==> src/rtl/keypad_entry.sv <==
// keypad_entry: turns raw keypad row activity plus the scanner's held key code
// into one clean key event per press, builds a multi-digit BCD entry and
// submits it as a guess.
//   clk, rst        : clock, synchronous active-high reset
//   row[3:0]        : raw active-low row lines (4'b1111 = nothing pressed)
//   key_code[3:0]   : decoded key from the scanner, held between scans
//   key_strobe      : one-cycle pulse per accepted press
//   key_value[3:0]  : key captured at the last key_strobe
//   entry_bcd       : digits entered so far, newest in the low nibble
//   digit_count     : number of valid digits in entry_bcd
//   guess_bcd       : last submitted entry
//   guess_valid     : one-cycle pulse when guess_bcd updates
module keypad_entry #(
    parameter int unsigned RELEASE_CYCLES = 500000,
    parameter int unsigned SETTLE_CYCLES  = 450000,
    parameter int unsigned NUM_DIGITS     = 2
) (
    input  logic                              clk,
    input  logic                              rst,
    input  logic [3:0]                        row,
    input  logic [3:0]                        key_code,
    output logic                              key_strobe,
    output logic [3:0]                        key_value,
    output logic [4*NUM_DIGITS-1:0]           entry_bcd,
    output logic [$clog2(NUM_DIGITS+1)-1:0]   digit_count,
    output logic [4*NUM_DIGITS-1:0]           guess_bcd,
    output logic                              guess_valid
);

    localparam int unsigned ENTRY_W = 4 * NUM_DIGITS;
    localparam int unsigned CNT_W   = $clog2(NUM_DIGITS + 1);
    localparam int unsigned HOLD_W  = (RELEASE_CYCLES > 1) ? $clog2(RELEASE_CYCLES) : 1;
    localparam int unsigned SET_W   = (SETTLE_CYCLES > 1) ? $clog2(SETTLE_CYCLES) : 1;

    typedef enum logic [1:0] {
        IDLE         = 2'd0,
        SETTLE       = 2'd1,
        CAPTURE      = 2'd2,
        WAIT_RELEASE = 2'd3
    } state_t;

    state_t              state_q, state_d;
    logic [HOLD_W-1:0]   hold_q, hold_d;
    logic [SET_W-1:0]    settle_q, settle_d;
    logic                key_strobe_q, key_strobe_d;
    logic [3:0]          key_value_q, key_value_d;
    logic [ENTRY_W-1:0]  entry_q, entry_d;
    logic [CNT_W-1:0]    count_q, count_d;
    logic [ENTRY_W-1:0]  guess_q, guess_d;
    logic                guess_valid_q, guess_valid_d;
    logic                key_down_c;

    // State and output registers
    always_ff @(posedge clk) begin
        if (rst) begin
            state_q       <= IDLE;
            hold_q        <= '0;
            settle_q      <= '0;
            key_strobe_q  <= 1'b0;
            key_value_q   <= '0;
            entry_q       <= '0;
            count_q       <= '0;
            guess_q       <= '0;
            guess_valid_q <= 1'b0;
        end else begin
            state_q       <= state_d;
            hold_q        <= hold_d;
            settle_q      <= settle_d;
            key_strobe_q  <= key_strobe_d;
            key_value_q   <= key_value_d;
            entry_q       <= entry_d;
            count_q       <= count_d;
            guess_q       <= guess_d;
            guess_valid_q <= guess_valid_d;
        end
    end

    // Release hold-off: bridges the gaps while the scanner visits other columns
    always_comb begin
        hold_d = hold_q;
        if (row != 4'b1111) begin
            hold_d = HOLD_W'(RELEASE_CYCLES - 1);
        end else if (hold_q != '0) begin
            hold_d = hold_q - HOLD_W'(1);
        end
        key_down_c = (row != 4'b1111) || (hold_q != '0);
    end

    // Press qualification FSM and key actions
    always_comb begin
        state_d       = state_q;
        settle_d      = settle_q;
        key_strobe_d  = 1'b0;
        guess_valid_d = 1'b0;
        key_value_d   = key_value_q;
        entry_d       = entry_q;
        count_d       = count_q;
        guess_d       = guess_q;

        case (state_q)
            IDLE: begin
                if (key_down_c) begin
                    state_d  = SETTLE;
                    settle_d = '0;
                end
            end
            SETTLE: begin
                if (!key_down_c) begin
                    state_d = IDLE;
                end else if (settle_q == SET_W'(SETTLE_CYCLES - 1)) begin
                    state_d = CAPTURE;
                end else begin
                    settle_d = settle_q + SET_W'(1);
                end
            end
            CAPTURE: begin
                key_value_d  = key_code;
                key_strobe_d = 1'b1;
                state_d      = WAIT_RELEASE;
                if (key_code <= 4'h9) begin
                    // Digits beyond capacity are dropped; the strobe still fires
                    if (count_q < CNT_W'(NUM_DIGITS)) begin
                        entry_d = ENTRY_W'({entry_q, key_code});
                        count_d = count_q + CNT_W'(1);
                    end
                end else if (key_code == 4'hF) begin
                    entry_d = '0;
                    count_d = '0;
                end else if (key_code == 4'hE) begin
                    if (count_q != '0) begin
                        guess_d       = entry_q;
                        guess_valid_d = 1'b1;
                        entry_d       = '0;
                        count_d       = '0;
                    end
                end
            end
            WAIT_RELEASE: begin
                if (!key_down_c) begin
                    state_d = IDLE;
                end
            end
            default: state_d = IDLE;
        endcase
    end

    assign key_strobe  = key_strobe_q;
    assign key_value   = key_value_q;
    assign entry_bcd   = entry_q;
    assign digit_count = count_q;
    assign guess_bcd   = guess_q;
    assign guess_valid = guess_valid_q;

endmodule
==> config.mk <==
export PLATFORM = sky130hd
export DESIGN_NAME = keypad_entry
export DESIGN_NICKNAME = d
export VERILOG_FILES = /design/src/rtl/keypad_entry.sv
export SDC_FILE = /design/constraint.sdc
export NUM_CORES = 1
export LEC_CHECK = 0
export CAP_MARGIN = 20
export CORE_MARGIN = 2
export CORE_UTILIZATION = 40
export CTS_BUF_LIST = sky130_fd_sc_hd__clkbuf_4
export DETAILED_ROUTE_END_ITERATION = 8
export MAX_ROUTING_LAYER = met4
export PLACE_DENSITY = 0.7
export SYNTH_ARGS = -nofsm -noshare
export SYNTH_HDL_FRONTEND = slang
export SYNTH_SLANG_ARGS = --single-unit
==> constraint.sdc <==
create_clock -name clk -period 2.85 [get_ports clk]
set_input_delay 0.57 -clock clk [delete_from_list [all_inputs] [get_ports clk]]
set_output_delay 0.57 -clock clk [all_outputs]
set_load 0.03 [all_outputs]
==> out/metrics.cfg <==
[run_status]
outcome = completed

[timing]
min_period_over_period_pct = 84.44
fin_skew_ps = 7.786
fin_ws_ps = 443.4
setup_tns_ps = 0
final.min_clock_period_ps = 2407
slew_viol_final = 0
hold_slack_ps = 465.3
slew_headroom_pct = 50.88
finalHoldViolCount = 0
max_freq_mhz = 415.5
grt_setup_unrepaired = no
setup_viol = 0
worst_pin_slew_ps = 731.2

[clock_tree]
post_cts_resized = 0
clk_latency_ps = 400
clk_pin_slew_ps = 100
tritoncts = built
cts_root_buffer = clkbuf_4
postCtsSetupBuffers = 0
htree_levels = 3
cts-buffers-inserted = 9
clockBufferDepth = 2
clock-sinks = 64
cts_hold_buf = 0

[worst_setup_path]
cp.arrival_ps = 2750
critPathCaptureType = flip-flop
required_ps = 3200
reg2reg_from = hold_q[3]
path_delay_family = simple AND/OR/NAND/NOR gates
startpoint_type = flip-flop
cp_num_cells = 5
critical_path_class = flip-flop to flip-flop
startpoint = hold_q[3]
ff2ff_path_depth = 5
crit_path_max_fanout = 18
r2r_slack_ps = 440
cp_cell_sequence = or4_4 -> or4b_4 -> o21a_4 -> or4_1 -> nand2_1
max_stage_delay_ps = 580
crit_end = settle_q[9]
crit_buf_inv = 0
cp_slowest_cell = or4_4
r2r_end = settle_q[9]

[drt]
avgRoutedWirePerCell_um = 13.61
drc_errors = 0
viasPerCell = 5.507
finalWirelength_um = 6765
first_iter_violations = 222
dr.pass1.iters = 4
ant_nets = 0
vias = 2737

[worst_hold_path]
hp-start = key_value[0]
hp-class = flip-flop to flip-flop

[placed_design]
placed_area_mm2 = 0.003440
hpwl_um = 4483
pre_cts_slack_ps = 142.2
io_buffer_count = 33
place.gp.congestion = 0.8258

[pwr]
leakagePower_nw = 1.243
vdd_ir_drop_max_mv = 0.2931
powerDensity_mw_per_mm2 = 440.7

[global_route]
first_global_vias = 2575
grtUsageTotal_pct = 17.85
antenna_found_initial = 0
grt_max_degree = 40
overflow = 0
grt_pass1_wl_um = 11960

[die]
die_h_um = 90.74
ioPinCount = 34
rows = 31
dieArea_mm2 = 0.008233
die_x_um = 90.74
start_util_pct = 41.49
core_mm2 = 0.007253

[yosys]
synth_nets = 375
async_flop_share_pct = 0
syn_inst = 361
synth_seq_cells = 64
netlist_area_mm2 = 0.003009
synthDistinctLibCells = 43
synthTopCellsByArea = dfxtp_1 43%, a21oi_1 6.2%, nand2_1 4.6%
synth_edf_count = 0
ys.flop_type = dfxtp_1
yosys_warnings = 0
synth_top_area_share_pct = 42.58
synth_area_leader_cell = dfxtp_1
avgSynthCellArea_um2 = 8.336
ys_seq_area_share_pct = 42.58

[cells_and_area]
drive_above_1_share_pct = 7.035
nets = 407
stdcell_area_mm2 = 0.003597
syn_to_final_growth_pct = 19.54
antenna_cells = 0

[flow_run]
maxCapViolations = 0

worst register-to-register path, cell delays in order, from the launching register on:
cell     delay, ps
dfxtp_1        370
or4_4          580
or4b_4         520
o21a_4         280
or4_1          530
nand2_1         80
per-layer routing:
| metal | vias to the layer above | track usage, % | wire length, um |
|---|---|---|---|
| met5 | - | - | 0 |
| met4 | 0 | 4.359 | 47 |
| met3 | 6 | 5.092 | 273 |
| met2 | 51 | 28.86 | 3288 |
| met1 | 1288 | 22.07 | 3156 |
| li1 | 1392 | - | - |
metrics by stage:
stage | power, mW | cells | util [%]
after floorplan | 0.9903 | 361 | -
after global placement | 1.021 | 480 | 47.42
after detailed placement | 1.022 | 480 | 47.42
after CTS | 1.610 | 496 | 49.22
after global routing | 1.656 | 497 | 49.59
final | 1.585 | 497 | 49.59
cells in the mapped netlist (7+ instances only):
cell type,n
a21oi_1,37
clkbuf_1,17
dfxtp_1,64
mux2i_1,10
nand2_1,37
nand2b_1,8
nand3_1,14
nand4_1,9
nor2_1,31
nor3_1,12
o211ai_1,10
o21ai_0,17
o31ai_1,7
or3_1,9
or4_1,15
xor2_1,12
flip-flops by register name, indices dropped and copies added (netlist names), named ones only:
signal,count
digit_count,2
entry_bcd,8
guess_bcd,8
guess_valid,1
hold_q,19
key_strobe,1
key_value,4
settle_q,19
state_q,1
power by group:
| part | internal [mW] | total (mW) | switching, mW |
|---|---|---|---|
| combinational | 0.0362 | 0.0841 | 0.0479 |
| sequential | 0.906 | 0.919 | 0.0139 |
| clock | 0.258 | 0.582 | 0.324 |
| total | 1.20 | 1.59 | 0.385 |
layout by cell type, fill, tap and decap left out, drive strengths merged, types with 2 or more instances in the layout:
master,Yosys,layout
or4,16,16
o21bai,2,2
clkinvlp,0,2
xnor2,2,2
nor2,32,32
a31oi,2,2
clkbuf,17,9
nor3,12,12
buf,3,8
nor4b,2,2
dfxtp,64,64
and4,2,2
inv,6,6
nor4,5,5
nand4,9,9
mux2i,10,10
nand3b,2,2
nand3,14,14
and3,4,4
o2111ai,3,3
ha,4,4
o31ai,7,7
nand2b,8,8
clkdlybuf4s50,0,33
nand2,37,37
a41o,2,2
a21oi,37,37
xor2,12,12
o211ai,10,10
or3,9,9
o21ai,18,18
clkinv,0,4
worst min path at each step:
stage                               to  slack (ps)  cells after the start
after CTS                 key_value[0]         470                      2
after floorplan           settle_q[18]         450                      2
after global routing      key_value[0]         490                      2
final                     key_value[0]         470                      2
after global placement    key_value[1]         450                      2
after detailed placement  key_value[0]         450                      2
cell families after synthesis:
kind of cell / count (synthesis) / share of synthesized area [%]
XOR/XNOR: 14 / 4.075
adder cells (fa/ha/maj): 4 / 1.663
buffers and inverters: 26 / 3.285
multiplexers: 10 / 3.327
AO/OA/AOI/OAI: 84 / 17.05
AND/OR/NAND/NOR: 159 / 28.03
flip-flops: 64 / 42.58
area by class of cell:
class / count / area (um^2)
multi-input cells: 271 / 1629
inverters: 6 / 22.52
well taps: 99 / 123.9
clock inverters: 7 / 62.56
fillers: 697 / 3656
clock buffers: 9 / 67.56
repair buffers: 41 / 410.4
flip-flops and latches: 64 / 1281
No activity file was read; power rests on OpenSTA's default activity.
